### config.mk
export PLATFORM = sky130hd
export DESIGN_NAME = shortcut_time_setter
export DESIGN_NICKNAME = d
export VERILOG_FILES = /design/src/rtl/shortcut_time_setter.sv
export SDC_FILE = /design/constraint.sdc
export NUM_CORES = 1
export LEC_CHECK = 0
export BUFFER_PORTS_ARGS = -buffer_cell sky130_fd_sc_hd__buf_2
export CAP_MARGIN = 40
export CORE_ASPECT_RATIO = 0.9
export CORE_MARGIN = 1
export CORE_UTILIZATION = 55
export CTS_BUF_LIST = sky130_fd_sc_hd__clkbuf_16
export CTS_CLUSTER_DIAMETER = 40
export DETAILED_ROUTE_END_ITERATION = 8
export PLACE_DENSITY = 0.77
export SLEW_MARGIN = 30
export SYNTH_ARGS = -nofsm -noshare
export SYNTH_HDL_FRONTEND = slang
export SYNTH_SLANG_ARGS = --single-unit
### constraint.sdc
create_clock -name clk -period 13.52 [get_ports clk]
set_input_delay 1.352 -clock clk [delete_from_list [all_inputs] [get_ports clk]]
set_output_delay 1.352 -clock clk [all_outputs]
set_load 0.03 [all_outputs]
### src/rtl/shortcut_time_setter.sv
// Shortcut time setter: adds keypad preset durations (optionally accumulated) to the
// current BCD time using a five-step digit-serial adder, then strobes `complete`.
module shortcut_time_setter #(
    parameter int                      NUM_KEYS    = 10,
    parameter int                      NUM_PRESETS = 4,
    parameter logic [24*NUM_PRESETS-1:0] PRESETS   = {24'h000500, 24'h000100, 24'h000030, 24'h000005},
    parameter bit                      ACCUMULATE  = 1'b1,
    parameter bit                      WRAP_24H    = 1'b1
) (
    input  logic                clk,
    input  logic                rst,
    input  logic                en,
    input  logic [NUM_KEYS-1:0] keypad,
    input  logic                sharp,
    input  logic [23:0]         time_in,
    output logic [23:0]         time_out,
    output logic [23:0]         offset_out,
    output logic                busy,
    output logic                complete,
    output logic                overflow
);

    localparam logic [2:0] S_IDLE    = 3'd0;
    localparam logic [2:0] S_COLLECT = 3'd1;
    localparam logic [2:0] S_ACC     = 3'd2;
    localparam logic [2:0] S_ADD     = 3'd3;
    localparam logic [2:0] S_DONE    = 3'd4;

    logic [2:0]          state_reg, state_next;
    logic [NUM_KEYS-1:0] key_prev_reg;
    logic                sharp_prev_reg;
    logic [2:0]          step_reg;
    logic                carry_reg;
    logic [23:0]         op_a_reg, op_b_reg;
    logic [15:0]         sum_reg;
    logic [23:0]         offset_reg, time_out_reg;
    logic                overflow_reg, complete_reg, busy_reg;

    logic [NUM_KEYS-1:0] key_press;
    logic                sharp_press;
    logic [23:0]         preset_arr [NUM_PRESETS];
    logic                key_hit;
    logic [23:0]         key_preset;

    generate
        for (genvar gi = 0; gi < NUM_PRESETS; gi++) begin : g_preset
            assign preset_arr[gi] = PRESETS[24*gi +: 24];
        end
    endgenerate

    assign key_press   = keypad & ~key_prev_reg;
    assign sharp_press = sharp & ~sharp_prev_reg;

    // Scan downwards so the lowest-index simultaneous press is the one kept.
    always_comb begin
        key_hit    = 1'b0;
        key_preset = '0;
        for (int i = NUM_PRESETS - 1; i >= 0; i--) begin
            if (key_press[i]) begin
                key_hit    = 1'b1;
                key_preset = preset_arr[i];
            end
        end
    end

    // One minute/second digit per step: s1, s10, m1, m10.
    logic [3:0] dig_a, dig_b, dig_mod, dig_res;
    logic [4:0] dig_sum, dig_sub;
    logic       dig_carry;

    always_comb begin
        dig_a   = op_a_reg[3:0];
        dig_b   = op_b_reg[3:0];
        dig_mod = 4'd10;
        case (step_reg)
            3'd1: begin dig_a = op_a_reg[7:4];   dig_b = op_b_reg[7:4];   dig_mod = 4'd6;  end
            3'd2: begin dig_a = op_a_reg[11:8];  dig_b = op_b_reg[11:8];  dig_mod = 4'd10; end
            3'd3: begin dig_a = op_a_reg[15:12]; dig_b = op_b_reg[15:12]; dig_mod = 4'd6;  end
            default: ;
        endcase
    end

    assign dig_sum   = {1'b0, dig_a} + {1'b0, dig_b} + {4'd0, carry_reg};
    assign dig_sub   = dig_sum - {1'b0, dig_mod};
    assign dig_carry = (dig_sum >= {1'b0, dig_mod});
    assign dig_res   = dig_carry ? dig_sub[3:0] : dig_sum[3:0];

    // Hours are handled as a single binary field so the mod-24 wrap is one compare.
    logic [7:0]  hr_a, hr_b, hr_sum, hr_wrap, hr_tens, hr_ones;
    logic        hr_ovf, sat_result;
    logic [23:0] add_res;

    assign hr_a    = {4'd0, op_a_reg[23:20]} * 8'd10 + {4'd0, op_a_reg[19:16]};
    assign hr_b    = {4'd0, op_b_reg[23:20]} * 8'd10 + {4'd0, op_b_reg[19:16]};
    assign hr_sum  = hr_a + hr_b + {7'd0, carry_reg};
    assign hr_ovf  = (hr_sum >= 8'd24);
    assign hr_wrap = hr_sum % 8'd24;
    assign hr_tens = hr_wrap / 8'd10;
    assign hr_ones = hr_wrap % 8'd10;

    // The accumulated offset always saturates; only the final target may wrap.
    assign sat_result = (state_reg == S_ACC) || !WRAP_24H;
    assign add_res    = (hr_ovf && sat_result) ? 24'h235959
                                               : {hr_tens[3:0], hr_ones[3:0], sum_reg};

    logic unused_bits;
    assign unused_bits = ^{key_press, hr_tens[7:4], hr_ones[7:4], dig_sum[4], dig_sub[4]};

    always_comb begin
        state_next = state_reg;
        case (state_reg)
            S_IDLE:    if (en) state_next = S_COLLECT;
            S_COLLECT: begin
                if (key_hit) begin
                    if (ACCUMULATE) state_next = S_ACC;
                end else if (sharp_press && offset_reg != '0) begin
                    state_next = S_ADD;
                end
            end
            S_ACC:     if (step_reg == 3'd4) state_next = S_COLLECT;
            S_ADD:     if (step_reg == 3'd4) state_next = S_DONE;
            S_DONE:    state_next = S_IDLE;
            default:   state_next = S_IDLE;
        endcase
        if (!en && state_reg != S_DONE) state_next = S_IDLE;
    end

    always_ff @(posedge clk or negedge rst) begin
        if (!rst) begin
            state_reg      <= S_IDLE;
            key_prev_reg   <= '0;
            sharp_prev_reg <= 1'b0;
            step_reg       <= '0;
            carry_reg      <= 1'b0;
            op_a_reg       <= '0;
            op_b_reg       <= '0;
            sum_reg        <= '0;
            offset_reg     <= '0;
            time_out_reg   <= '0;
            overflow_reg   <= 1'b0;
            complete_reg   <= 1'b0;
            busy_reg       <= 1'b0;
        end else begin
            key_prev_reg   <= keypad;
            sharp_prev_reg <= sharp;
            state_reg      <= state_next;
            busy_reg       <= (state_next == S_ACC) || (state_next == S_ADD);
            complete_reg   <= 1'b0;
            case (state_reg)
                S_COLLECT: begin
                    if (!en) begin
                        offset_reg <= '0;
                    end else if (key_hit) begin
                        if (ACCUMULATE) begin
                            op_a_reg  <= offset_reg;
                            op_b_reg  <= key_preset;
                            step_reg  <= '0;
                            carry_reg <= 1'b0;
                        end else begin
                            offset_reg <= key_preset;
                        end
                    end else if (sharp_press && offset_reg != '0) begin
                        op_a_reg  <= time_in;
                        op_b_reg  <= offset_reg;
                        step_reg  <= '0;
                        carry_reg <= 1'b0;
                    end
                end
                S_ACC, S_ADD: begin
                    if (!en) begin
                        offset_reg <= '0;
                    end else if (step_reg == 3'd4) begin
                        if (state_reg == S_ACC) begin
                            offset_reg <= add_res;
                        end else begin
                            time_out_reg <= add_res;
                            overflow_reg <= hr_ovf;
                            complete_reg <= 1'b1;
                        end
                    end else begin
                        step_reg  <= step_reg + 3'd1;
                        carry_reg <= dig_carry;
                        case (step_reg)
                            3'd0:    sum_reg[3:0]   <= dig_res;
                            3'd1:    sum_reg[7:4]   <= dig_res;
                            3'd2:    sum_reg[11:8]  <= dig_res;
                            default: sum_reg[15:12] <= dig_res;
                        endcase
                    end
                end
                default: offset_reg <= '0;
            endcase
        end
    end

    assign time_out   = time_out_reg;
    assign offset_out = offset_reg;
    assign busy       = busy_reg;
    assign complete   = complete_reg;
    assign overflow   = overflow_reg;

endmodule

# Yosys cells after proc, flatten, opt, wreduce, memory -nomap -nowiden
# Cells that the tools add are included.
dict set report totals {
  in_bits 38
  output_inout_bits 51
  reg_bits 127
  elab_cells 121
}
dict set report classes {
  n_div 3
  bitwise 7
  n_reduce_logical 21
  multipliers 2
  add_sub_neg 8
  n_lt_le_gt_ge 2
  n_eq_ne 17
  n_mux 45
}
# cell n
set ops {}
lappend ops {{two-way mux 24 bit} 11}
lappend ops {{case mux 24 bit (2 select lines)} 1}
lappend ops {{two-way mux 3 bit} 11}
lappend ops {{case mux 4 bit (3 select lines)} 2}
lappend ops {{nonzero test 24 bit} 1}
lappend ops {{two-way mux 11 bit} 2}
lappend ops {{AND reduction 4 bit} 5}
lappend ops {{equality test 3 x 2 -> 1 bit, second input constant} 6}
lappend ops {{adder 8 x 4 -> 8 bit} 2}
lappend ops {{multiplier 4 x 3 -> 7 bit, second input constant} 2}
lappend ops {{two-way mux 1 bit} 13}
lappend ops {{!= test 3 bit, second input constant} 4}
lappend ops {{case mux 3 bit (4 select lines)} 1}
lappend ops {{adder 8 x 1 -> 8 bit} 1}
lappend ops {{adder 8 bit} 1}
lappend ops {{divider 8 x 4 -> 8 bit, second input constant} 1}
lappend ops {{greater-or-equal comparator 8 x 5 -> 1 bit, second input constant} 1}
lappend ops {{modulo 8 x 4 -> 8 bit, second input constant} 1}
lappend ops {{modulo 8 x 5 -> 8 bit, second input constant} 1}
lappend ops {{two-way mux 4 bit} 2}
lappend ops {{!= test 2 bit, second input constant} 4}
lappend ops {{equality test 3 x 1 -> 1 bit, second input constant} 2}
lappend ops {{zero test 3 bit} 2}
lappend ops {{case mux 3 bit (2 select lines)} 1}
lappend ops {{other kinds (19)} 27}

# Longest topological paths before layout
# Gate-level depths: netlist (run 1).
dict set report logic_depth {
  ltp_word 11
  depth_mapped 20
}

# Worst setup path after synthesis (run 1)
# OpenSTA, ideal clock, no wires.
dict set report synth_path {
  path_type {register to register}
  from {register op_a_reg[21]}
  to {register time_out_reg[18], in the netlist time_out[18]}
  t_arrival_ps 4261
  synth_period_minus_slack_ps 4386
  required_time_ps 13395
  path_buffers 0
  slack_ps 9134
  path_stages_with_launch 16
  cell_sequence {dfrtp_1 ha_1 ha_1 fa_1 ha_1 ha_1 ha_1 a21o_1 or3_1 a2111oi_0 nor2b_1 and2b_4 o21bai_4 nand3b_2 a41o_1 mux2_4}
}
dict set report synth_via {
  elab_chain_cells 7
  word_cells_on_any_way 9
}
# item line_no
set synth_rtl {}
lappend synth_rtl {{start, declared} 34} ;# logic [23:0] op_a_reg, op_b_reg;
lappend synth_rtl {{start signal, assigned} 155} ;# op_a_reg <= offset_reg;
lappend synth_rtl {{start signal, assigned} 163} ;# op_a_reg <= time_in;
lappend synth_rtl {{multiplier 4 x 3 -> 7 bit *} 93} ;# assign hr_a = {4'd0, op_a_reg[23:20]} * 8'd10 + {4'd0, op_a_reg[19:16]};
lappend synth_rtl {{adder 8 x 4 -> 8 bit *} 93}
lappend synth_rtl {{adder 8 bit *} 95} ;# assign hr_sum = hr_a + hr_b + {7'd0, carry_reg};
lappend synth_rtl {{adder 8 x 1 -> 8 bit *} 95}
lappend synth_rtl {{modulo 8 x 5 -> 8 bit / greater-or-equal comparator 8 x 5 -> 1 bit (equally long branches)} {97, 96}}
lappend synth_rtl {{modulo 8 x 4 -> 8 bit / logical AND 1 bit (equally long branches)} {99, 103}}
lappend synth_rtl {{two-way mux 24 bit *} 103} ;# assign add_res = (hr_ovf && sat_result) ? 24'h235959
lappend synth_rtl {{end signal, assigned} 176} ;# time_out_reg <= add_res;
lappend synth_rtl {{end, declared} 36} ;# logic [23:0] offset_reg, time_out_reg;
# Every way passes the cells marked *; elsewhere a longest branch is shown, timed or not.
# A chain may end at the register's enable or synchronous reset.

# Worst setup path in the final report (run 1)
dict set report layout_path {
  from {register op_a_reg[21]}
  to {register offset_reg[15], in the netlist offset_out[15]}
}
dict set report layout_via {
  elab_chain_cells 11
}
# item line_no
set layout_rtl {}
lappend layout_rtl {{multiplier 4 x 3 -> 7 bit} 93}
lappend layout_rtl {{adder 8 x 4 -> 8 bit} 93}
lappend layout_rtl {{adder 8 bit} 95}
lappend layout_rtl {{adder 8 x 1 -> 8 bit} 95}
lappend layout_rtl {{greater-or-equal comparator 8 x 5 -> 1 bit} 96} ;# assign hr_ovf = (hr_sum >= 8'd24);
lappend layout_rtl {{logical AND 1 bit} 103}
lappend layout_rtl {{two-way mux 24 bit} 103}
lappend layout_rtl {{two-way mux 24 bit} 173} ;# if (state_reg == S_ACC) begin
lappend layout_rtl {{two-way mux 24 bit} 172} ;# end else if (step_reg == 3'd4) begin
lappend layout_rtl {{two-way mux 24 bit} 170} ;# if (!en) begin
lappend layout_rtl {{case mux 24 bit (2 select lines)} 149} ;# case (state_reg)
lappend layout_rtl {{end signal, assigned} 160} ;# offset_reg <= key_preset;
lappend layout_rtl {{end signal, assigned} 174} ;# offset_reg <= add_res;
lappend layout_rtl {{end, declared} 36}
# Every way passes these cells. The select of a mux whose other input is x is not followed.

==> results of run 1 <==
## power by group through the flow
stage          clock network, mW  registers [mW]  logic [mW]
6_report                   0.458           0.555        1.14
3_5_place_dp                   0           0.556        1.10
3_3_place_gp                   0           0.553        1.05
5_1_grt                    0.482           0.566        1.24
2_1_floorplan                  0           0.573       0.778
4_1_cts                    0.461           0.553        1.12
## worst min-delay path: stages (launching register included)
cell                      delay, ns
sky130_fd_sc_hd__dfrtp_1       0.35
sky130_fd_sc_hd__nand2_1       0.05
sky130_fd_sc_hd__nand2_1       0.05
## through the flow
step | setup WS (ns) | area [um^2] | power (mW) | instances
after floorplan | 9.134 | 6649 | 1.351 | 649
after global placement | 8.749 | 7197 | 1.603 | 861
after detailed placement | 8.632 | 7208 | 1.655 | 863
after CTS | 8.576 | 7806 | 2.130 | 895
after global routing | 8.274 | 7854 | 2.292 | 897
final | 8.563 | 7854 | 2.150 | 897
## cell usage in the layout, fill, tap and decap left out, types with 13 or more instances in the layout
cell type,count
sky130_fd_sc_hd__nand3_1,24
sky130_fd_sc_hd__ha_1,29
sky130_fd_sc_hd__nand2_1,102
sky130_fd_sc_hd__nor2_1,43
sky130_fd_sc_hd__clkbuf_16,17
sky130_fd_sc_hd__mux2i_1,27
sky130_fd_sc_hd__a21oi_1,33
sky130_fd_sc_hd__nor2b_1,13
sky130_fd_sc_hd__inv_1,21
sky130_fd_sc_hd__dfrtp_1,127
sky130_fd_sc_hd__buf_2,81
sky130_fd_sc_hd__o21ai_0,58
sky130_fd_sc_hd__fa_1,13
## layer usage
layer  vias to the layer above  share of wire
li1                       2443              -
met1                      2612           0.46
met2                       253           0.45
met3                        32          0.070
met4                         0          0.021
met5                         -              0
## final cells by class
class | instances | share of cell area
Clock buffer | 17 | 0.05417
Sequential cell | 127 | 0.4047
Inverter | 20 | 0.009559
Tap cell | 156 | 0.02485
Multi-Input combinational cell | 468 | 0.4171
Clock inverter | 15 | 0.02199
Timing Repair Buffer | 94 | 0.06771
## logic make-up (layout without fill, tap and decap cells)
kind of cell | after synthesis | after routing | share of synthesized area
mux | 40 | 40 | 0.06379
fa+ha+maj | 42 | 42 | 0.09372
buf+inv | 54 | 146 | 0.03124
simple gates | 229 | 229 | 0.1626
flops | 127 | 127 | 0.4780
xor+xnor | 16 | 16 | 0.02842
compound gates | 141 | 141 | 0.1423
## worst min-delay path by stage
stage	start	slack [ns]	endpoint	cells after the start
6_report	op_b_reg[3]	0.48	op_b_reg[3]	2
5_1_grt	op_b_reg[12]	0.51	op_b_reg[12]	2
4_1_cts	op_b_reg[3]	0.47	op_b_reg[3]	2
3_5_place_dp	op_b_reg[3]	0.46	op_b_reg[3]	2
3_3_place_gp	op_b_reg[7]	0.45	op_b_reg[7]	2
2_1_floorplan	op_b_reg[6]	0.44	op_b_reg[6]	2
==> results by group, run 1 <==
Outcome
  – Result of the run: finished clean

Power
  – Clock power frac: 0.213
  – Maximum vdd drop: 0.1714 mV
  – Sequential share of power: 0.258
  – Areal power density over the cells: ~270 nW/um^2
  – Internal power component: 1.175 mW
  – Sw Share: 0.4534
  – Leakage power summed over all cells: 3.996 nW
  – Proportion of power drawn by combinational gates: 0.529
  – Net switching component of the power: 0.9749 mW

Routing
  – Detail Route Antenna Nets: 0
  – DRC: 0
  – Mean routed wirelength per cell: 18.81 um
  – Via density: 5.953
  – Number of DRC markers in iteration 0: 580
  – Via Count: 5340
  – Post-Route WL: 16.87 mm
  – Router iterations before antenna repair: 7

Yosys
  – Area share of the largest cell type after synthesis: 0.4780
  – Async set-or-reset flop fraction in the synthesized netlist: 1.000
  – Number of enable-type register cells in the synthesized netlist: 0
  – Syn Inst Count: 649
  – Cell type with the largest total area after synthesis: sky130_fd_sc_hd__dfrtp_1
  – Synth warnings: 0
  – Largest cells by area after synthesis: sky130_fd_sc_hd__dfrtp_1 48%, sky130_fd_sc_hd__nand2_1 5.8%, sky130_fd_sc_hd__ha_1 5.5%, sky130_fd_sc_hd__o21ai_0 4.4%, sky130_fd_sc_hd__mux2i_1 4.1%
  – Prevailing post-synth register cell: sky130_fd_sc_hd__dfrtp_1
  – Leading cell type by number of instances after synthesis: sky130_fd_sc_hd__dfrtp_1
  – Post-synth top cells: 127 x sky130_fd_sc_hd__dfrtp_1, 102 x sky130_fd_sc_hd__nand2_1, 58 x sky130_fd_sc_hd__o21ai_0
  – Nets in the synthesized netlist: roughly 730
  – #FFs+latches synth: 127
  – Synthesized area: about 6600 um^2
  – Share of the yosys chip area belonging to registers: 0.4780
  – Post-synthesis average cell area: between 10 and 15 um^2
  – Count of different cell masters after synthesis: 68

Worst setup path
  – Launch instance of the worst register-to-register path: op_a_reg[21]
  – Critical Path Most Common Cell: sky130_fd_sc_hd__ha_1
  – Worst path buffer plus inverter count: 0
  – Cell depth of the worst flop-to-flop path: 13
  – Data arrival time of the critical path: 5.30 ns
  – Crit end category: flop
  – Cell with the largest stage delay on the worst path: sky130_fd_sc_hd__a211oi_1
  – Critical Path Stages: 13
  – Setup slack on the worst flop-to-flop path: 8.56 ns
  – Critical Path Max Stage Delay: 0.58 ns
  – Type of origin of the critical path: flop
  – Cells along the critical path: ha_1 -> ha_1 -> fa_1 -> ha_1 -> ha_1 -> ha_1 -> nor3b_2 -> or2_0 -> nand2_1 -> a211oi_1 -> nor4b_2 -> nor2_2 -> a22o_1
  – Worst setup startpoint: op_a_reg[21]
  – Maximum fanout count along the critical path: 9
  – Crit Path Category: flop to flop
  – Largest delay share family, worst path: adder cells
  – Endpoint of the most critical register-to-register path: offset_out[15]
  – CP endpoint: offset_out[15]
  – Critical path data required time: 13.87 ns

STA
  – Final period utilization: 0.3667
  – Final min period: slightly below 5 ns
  – Maximum frequency from static timing analysis: 0.2017 GHz
  – Setup TNS: 0 ns
  – Count of endpoints failing setup in the final report: 0
  – Final Skew: approximately 0.0075 ns
  – Number of hold violations in the final report: 0
  – Worst Max-Slew Pin Slew: ~0.8 ns
  – Max-slew headroom at the worst pin: 0.4646
  – Unrepaired setup endpoints after global routing: false
  – Max-slew violation total from the final report: 0
  – Worst hold slack: 0.4778 ns

Global routing
  – Global-route met2 utilization: 0.4197
  – Met1 track demand over resource: 0.4110
  – Pin count of the biggest net entering global routing: 78
  – Number of global-route vias before repair: 5277
  – Global routing's busiest layer: met2
  – Global-route wire length before repair: 27.19 mm
  – M3 GR Usage: 0.06384
  – Total track usage: 0.2836
  – Global route overflow: 0
  – Antenna violations before repair: 0

Min path
  – Tightest Hold Check Type: flop to flop

Layout
  – Number of fillers in the final layout: 891
  – Layout net count: 808
  – Area used by multi-input combinational logic: 3276 um^2
  – Share of cells above drive strength 1: 0.2186
  – Synth-to-Final Area Change: 18.12%
  – Flip-flop and latch area: 3178 um^2
  – Diodes inserted: 0
  – Share of the core filled with cells in the final layout: 0.6759

Placement
  – Routability cong.: 0.8495
  – Total half-perimeter wirelength after legalization and detailed placement: around 12 mm
  – Port bufs: 82

Floorplan
  – Top-Level Pins: 89
  – Number of core rows: 37
  – Die extent in y: 106.3 um
  – Die W: 117.9 um
  – Area of the placeable core: 11620 um^2
  – Starting Density: 0.5722
  – Die Area: 12530 um^2

CTS
  – CTS Buf Count: 17
  – Buffer cell driving the clock tree root: sky130_fd_sc_hd__clkbuf_16
  – CTS sink cnt: 127
  – Post-CTS setup buffer count: 0
  – Resized cells post-CTS: 0
  – Deepest clock path buffer count: 2
  – H-Tree Depth: 4
  – Clock tree from TritonCTS: built
  – Post-CTS clock slew at the launch and capture registers of the worst setup and hold paths: 0.06 ns
  – Clock latency on the worst-skew pair: 0.41 ns
  – Number of hold-repair buffers added at the cts stage: 0

Job
  – Max-cap viol count: 0
(Power assumes the default switching activity.)
==> run 2: changes to the inputs <==
CORE_UTILIZATION = 52   (was 55)
PLACE_DENSITY = 0.76   (was 0.77)
clock period = 4.15 ns   (was 13.52 ns; I/O delays follow)
==> run 2 against run 1 <==
- the flow now finishes with violations (negative setup slack)
- clock skew rose by 0.0063 ns
- critical path type unchanged
- utilization rose by 1.7 points
- largest power group unchanged
- wire length rose by 4.1%
- register-to-register slack got worse by 8.7 ns
- cell count rose by 5.0%
- die area rose by 5.7%
==> results by group, run 2 (synthesis results as in run 1) <==
Power
  – Areal power density over the cells: between 900 and 1000 nW/um^2
  – Internal power component: 4.541 mW
  – Clock power frac: 0.190
  – Total power of the final layout: 8.085 mW
  – Sequential share of power: 0.223
  – Leakage power summed over all cells: 4.223 nW
  – Sw Share: 0.4383
  – Proportion of power drawn by combinational gates: 0.587
  – Net switching component of the power: between 3 and 4 mW
  – Maximum vdd drop: just over 1 mV

CTS
  – Deepest clock path buffer count: 2
  – H-Tree Depth: 4
  – Clock tree from TritonCTS: built
  – CTS Buf Count: 17
  – Buffer cell driving the clock tree root: sky130_fd_sc_hd__clkbuf_16
  – Post-CTS clock slew at the launch and capture registers of the worst setup and hold paths: 0.06 ns
  – Clock latency on the worst-skew pair: 0.42 ns
  – CTS sink cnt: approximately 130

Routing
  – Router iterations before antenna repair: 5
  – Via density: 5.823
  – Detail Route Antenna Nets: 0
  – DRC: 0
  – Number of DRC markers in iteration 0: 546
  – Post-Route WL: 17.56 mm
  – Via Count: around 5500
  – Mean routed wirelength per cell: between 15 and 20 um

Floorplan
  – Top-Level Pins: 89
  – Die extent in y: between 100 and 150 um
  – Die W: about 120 um
  – Starting Density: 0.5420
  – Number of core rows: 38
  – Area of the placeable core: roughly 12000 um^2
  – Die Area: 13240 um^2

STA
  – Number of hold violations in the final report: 0
  – Max-slew violation total from the final report: 0
  – Final Skew: roughly 0.014 ns
  – Worst Max-Slew Pin Slew: 0.8015 ns
  – Slack of the critical path: -0.1425 ns
  – Count of endpoints failing setup in the final report: 7
  – Setup TNS: -0.6856 ns
  – Final period utilization: 1.034
  – Final min period: between 4 and 5 ns
  – Worst hold slack: around 0.11 ns
  – Max-slew headroom at the worst pin: 0.4657
  – Unrepaired setup endpoints after global routing: true
  – Maximum frequency from static timing analysis: 0.2330 GHz

Worst setup path
  – Endpoint of the most critical register-to-register path: time_out[17]
  – Maximum fanout count along the critical path: 6
  – Cell depth of the worst flop-to-flop path: 15
  – Crit Path Category: flop to flop
  – Setup slack on the worst flop-to-flop path: -0.14 ns
  – Data arrival time of the critical path: approximately 4.6 ns
  – Crit end category: flop
  – Worst setup startpoint: op_b_reg[21]
  – CP endpoint: time_out[17]
  – Critical path data required time: 4.46 ns
  – Launch instance of the worst register-to-register path: op_b_reg[21]
  – Type of origin of the critical path: flop

Layout
  – Top library cells by usage in the layout, fill and taps aside: 126 x sky130_fd_sc_hd__dfrtp_1, 101 x sky130_fd_sc_hd__nand2_1, 81 x sky130_fd_sc_hd__buf_2
  – Most common library cell in the layout ignoring fill and taps: sky130_fd_sc_hd__dfrtp_1
  – Number of fillers in the final layout: about 890
  – Layout net count: ~850
  – Share of cells above drive strength 1: 0.3095
  – Synth-to-Final Area Change: 27.89%
  – Share of the core filled with cells in the final layout: 0.6932
  – Diodes inserted: 0

Placement
  – Port bufs: 82
  – Total half-perimeter wirelength after legalization and detailed placement: 12.46 mm
  – Routability cong.: 0.8899
  – Placement Setup Slack: -0.2260 ns

Min path
  – Tightest Hold Check Type: primary input to flop
  – Hold depth: 1

Global routing
  – Pin count of the biggest net entering global routing: 54
  – Total track usage: 0.2844
  – Antenna violations before repair: 0
  – Number of global-route vias before repair: 5465
  – Global route overflow: 0
  – Global-route wire length before repair: 28.19 mm

Job
  – Max-cap viol count: 0

Outcome
  – Failing checks: negative setup slack
  – Result of the run: complete, but fails checks
run 2: cell types whose count changed in the layout (fill, tap and decap cells not counted), sizes merged:
cell and delta:
dlygate4sd3 +1, buf +40, clkinvlp -2, inv +5, clkinv -3
run 2: area by class of cell:
class / count / area [um^2] / share of cell area
Sequential cell: 127 / 3179 / 0.3739
Tap cell: 160 / 200.2 / 0.02354
Inverter: 20 / 75.07 / 0.008829
Clock buffer: 17 / 425.4 / 0.05003
Clock inverter: 15 / 181.4 / 0.02134
Timing Repair Buffer: 135 / 853.3 / 0.1004
Multi-Input combinational cell: 468 / 3588 / 0.4220
run 2: repair_timing:
action                                  CTS  global route
setup buffers                             2             3
pin swaps                                18            13
hold buffers                              1             0
endpoints found under the setup margin   29            49
gates resized for setup                  23            24
cloned                                    0             0
endpoints found under the hold margin    23             0
run 2: worst max-delay path, stage by stage, from the launching register on:
cell and delay [ns]:
sky130_fd_sc_hd__dfrtp_1 0.39, sky130_fd_sc_hd__ha_1 0.30, sky130_fd_sc_hd__ha_2 0.19, sky130_fd_sc_hd__fa_2 0.56, sky130_fd_sc_hd__ha_4 0.21, sky130_fd_sc_hd__ha_4 0.24
sky130_fd_sc_hd__ha_4 0.29, sky130_fd_sc_hd__nor3b_4 0.30, sky130_fd_sc_hd__o22ai_4 0.17, sky130_fd_sc_hd__xor2_4 0.18, sky130_fd_sc_hd__buf_6 0.15, sky130_fd_sc_hd__mux2i_4 0.19
sky130_fd_sc_hd__or3_4 0.41, sky130_fd_sc_hd__a221oi_4 0.27, sky130_fd_sc_hd__a221oi_4 0.06, sky130_fd_sc_hd__mux2_4 0.28
run 2: worst min path at each step:
stage	end	slack (ns)	start
finish	key_prev_reg[3]	0.11	keypad[3]
global route	key_prev_reg[2]	0.11	keypad[2]
CTS	key_prev_reg[3]	0.10	keypad[3]
detailed placement	op_a_reg[23]	0.35	rst
global placement	op_b_reg[11]	0.45	op_b_reg[11]
floorplan	busy	0.12	rst
run 2: metrics by stage:
step / cells / cell area (um^2)
2_1_floorplan: 649 / 6755
3_3_place_gp: 903 / 7606
3_5_place_dp: 905 / 7637
4_1_cts: 940 / 8374
5_1_grt: 942 / 8503
6_report: 942 / 8503
run 2: layer usage:
| layer | routed length (um) | vias to the layer above | GRT usage | share of wire |
|---|---|---|---|---|
| li1 | - | 2530 | - | - |
| met1 | 8111 | 2764 | 0.4114 | 0.46 |
| met3 | 1108 | 15 | 0.05335 | 0.063 |
| met5 | 0 | - | 0 | 0 |
| met4 | 181 | 0 | 0.07231 | 0.010 |
| met2 | 8163 | 176 | 0.4420 | 0.46 |
run 2: power groups by stage:
| stage | Sequential (mW) | Combinational, mW | Clock [mW] |
|---|---|---|---|
| 3_3_place_gp | 1.79 | 4.00 | 0 |
| 2_1_floorplan | 1.87 | 2.63 | 0 |
| 4_1_cts | 1.79 | 4.39 | 1.55 |
| 3_5_place_dp | 1.80 | 4.18 | 0 |
| 5_1_grt | 1.84 | 5.15 | 1.60 |
| 6_report | 1.80 | 4.75 | 1.53 |
==> run 3: changes to the inputs <==
BUFFER_PORTS_ARGS = not set   (was -buffer_cell sky130_fd_sc_hd__buf_2)
CORE_UTILIZATION = 55   (was 52)
DONT_BUFFER_PORTS = 1   (was not set)
PLACE_DENSITY = 0.73   (was 0.76)
==> run 3 against run 2 <==
- the run still ends with negative setup slack left
- utilization rose by 1.2 points
- wire length fell by 2.2%
- die area fell by 5.4%
- largest power group unchanged
- design area fell by 3.7%
- highest routed layer unchanged
- combinational power rose by 5.1%
==> results by group, run 3 (synthesis results as in run 1) <==
Placement
  – Placed Instance Area: 7206 um^2
  – Port bufs: 0
  – Total half-perimeter wirelength after legalization and detailed placement: 11.92 mm
  – Placement Setup Slack: -0.2195 ns
  – Routability cong.: 0.8570

Worst setup path
  – Critical Path Most Common Cell: sky130_fd_sc_hd__ha_4
  – Cell with the largest stage delay on the worst path: sky130_fd_sc_hd__fa_2
  – Data arrival time of the critical path: between 4 and 5 ns
  – Worst path buffer plus inverter count: 1
  – Critical path data required time: about 4.5 ns
  – Maximum fanout count along the critical path: 6
  – Crit end category: flop
  – Cells along the critical path: ha_4 -> ha_4 -> fa_2 -> ha_4 -> ha_4 -> ha_4 -> nor3b_4 -> o22ai_4 -> xor2_4 -> buf_6 -> mux2i_4 -> or3_4 -> a221oi_4 -> a221oi_4 -> o31a_1
  – Type of origin of the critical path: flop
  – Critical Path Max Stage Delay: around 0.58 ns
  – Worst setup startpoint: op_a_reg[23]
  – Crit Path Category: flop to flop
  – Launch instance of the worst register-to-register path: op_a_reg[23]
  – Largest delay share family, worst path: adder cells

Power
  – Leakage power summed over all cells: 3.834 nW
  – Areal power density over the cells: just over 1000 nW/um^2
  – Total power of the final layout: 8.397 mW
  – Maximum vdd drop: 0.5443 mV

Job
  – Max-cap viol count: 0

Layout
  – Layout net count: 771
  – Top library cells by usage in the layout, fill and taps aside: 126 x sky130_fd_sc_hd__dfrtp_1, 100 x sky130_fd_sc_hd__nand2_1, 51 x sky130_fd_sc_hd__o21ai_0
  – Diodes inserted: 0
  – Synth-to-Final Area Change: 23.20%
  – Share of cells above drive strength 1: 0.2447
  – Non-Filler Cell Area, Final: between 8000 and 9000 um^2
  – Share of the core filled with cells in the final layout: 0.7050
  – Number of fillers in the final layout: 817
  – Most common library cell in the layout ignoring fill and taps: sky130_fd_sc_hd__dfrtp_1

STA
  – Final min period: approximately 4.3 ns
  – Max-slew violation total from the final report: 0
  – Number of hold violations in the final report: 0
  – Unrepaired setup endpoints after global routing: true
  – Max-slew headroom at the worst pin: 0.4806
  – Count of endpoints failing setup in the final report: 8
  – Final Skew: 0.005490 ns
  – Worst Max-Slew Pin Slew: between 0.7 and 0.8 ns
  – Maximum frequency from static timing analysis: approximately 0.23 GHz
  – Final period utilization: 1.037
  – Setup TNS: -0.5884 ns
  – Slack of the critical path: -0.1526 ns

Floorplan
  – Area of the placeable core: around 12000 um^2
  – Top-Level Pins: 89
  – Starting Density: 0.5722
  – Die W: 117.9 um
  – Die extent in y: 106.3 um
  – Number of core rows: 37
  – Die Area: approximately 13000 um^2

Outcome
  – Failing checks: negative setup slack
  – Result of the run: complete, but fails checks

Routing
  – Number of DRC markers in iteration 0: 519
  – Mean routed wirelength per cell: 19.99 um
  – Via Count: 5098
  – DRC: 0
  – Router iterations before antenna repair: 5
  – Detail Route Antenna Nets: 0
  – Via density: 5.935
  – Post-Route WL: 17.17 mm

CTS
  – Deepest clock path buffer count: 2
  – CTS Buf Count: 17
  – Clock tree from TritonCTS: built
  – Buffer cell driving the clock tree root: sky130_fd_sc_hd__clkbuf_16
  – Clock latency on the worst-skew pair: 0.42 ns
  – Post-CTS clock slew at the launch and capture registers of the worst setup and hold paths: roughly 0.060 ns
  – H-Tree Depth: 4
  – CTS sink cnt: 127

Global routing
  – Antenna violations before repair: 0
  – Global route overflow: 0
  – Total track usage: 0.2905
  – Global-route wire length before repair: 27.34 mm
  – Number of global-route vias before repair: 5179
  – Pin count of the biggest net entering global routing: roughly 130

Min path
  – Launch instance of the worst min-delay path: keypad[3]
  – Tightest Hold Check Type: primary input to flop
run 3: final cells by class:
| cell class | count | area [um^2] | share of cell area |
|---|---|---|---|
| clock buffer | 17 | 425.4 | 0.05193 |
| clock inverter | 14 | 145.1 | 0.01772 |
| inverter | 20 | 75.07 | 0.009164 |
| multi-input combinational | 468 | 3686 | 0.4500 |
| sequential | 127 | 3179 | 0.3881 |
| tap | 156 | 195.2 | 0.02383 |
| timing repair buffer | 57 | 485.5 | 0.05926 |
run 3: metrics by stage:
| stage | hold slack [ns] | std cells |
|---|---|---|
| 2_1_floorplan | 0.1194 | 649 |
| 3_3_place_gp | 0.1222 | 817 |
| 3_5_place_dp | 0.1223 | 818 |
| 4_1_cts | 0.01378 | 856 |
| 5_1_grt | 0.006317 | 859 |
| 6_report | 0.02352 | 859 |
run 3: worst paths after layout:
check | cells after the start | slack [ns] | endpoint
hold / removal | 0 | 0.02 | key_prev_reg[3]
hold reg to reg | 2 | 0.47 | op_b_reg[3]
setup / recovery | 15 | -0.15 | offset_out[17]
min in group asynchronous | 2 | 0.62 | op_a_reg[22]
setup reg to reg | 15 | -0.15 | offset_out[17]
max in group asynchronous | 2 | 3.03 | offset_out[11]
run 3: timing repair:
item | 4_1_cts | 5_1_grt
cloned | 0 | 0
setup buffers | 5 | 4
hold buffers | 2 | 0
pin swaps | 17 | 13
resized for setup | 35 | 31
hold endpoints to repair | 127 | 0
setup endpoints to repair | 45 | 48
run 3: report_power, final:
group | switching, mW | internal [mW] | total (mW)
Sequential | 0.441 | 1.53 | 1.97
Combinational | 2.71 | 2.28 | 4.99
Clock | 0.557 | 0.878 | 1.43
Total | 3.70 | 4.69 | 8.40
run 3: per-layer routing:
metal  vias up  wire (um)  GRT usage  part of all wire
met5         -          0          0                 0
met3        37       1315    0.08852             0.077
met4         0        340     0.1117             0.020
li1       2360          -          -                 -
met1      2500       7573     0.3965              0.44
met2       201       7941     0.4366              0.46
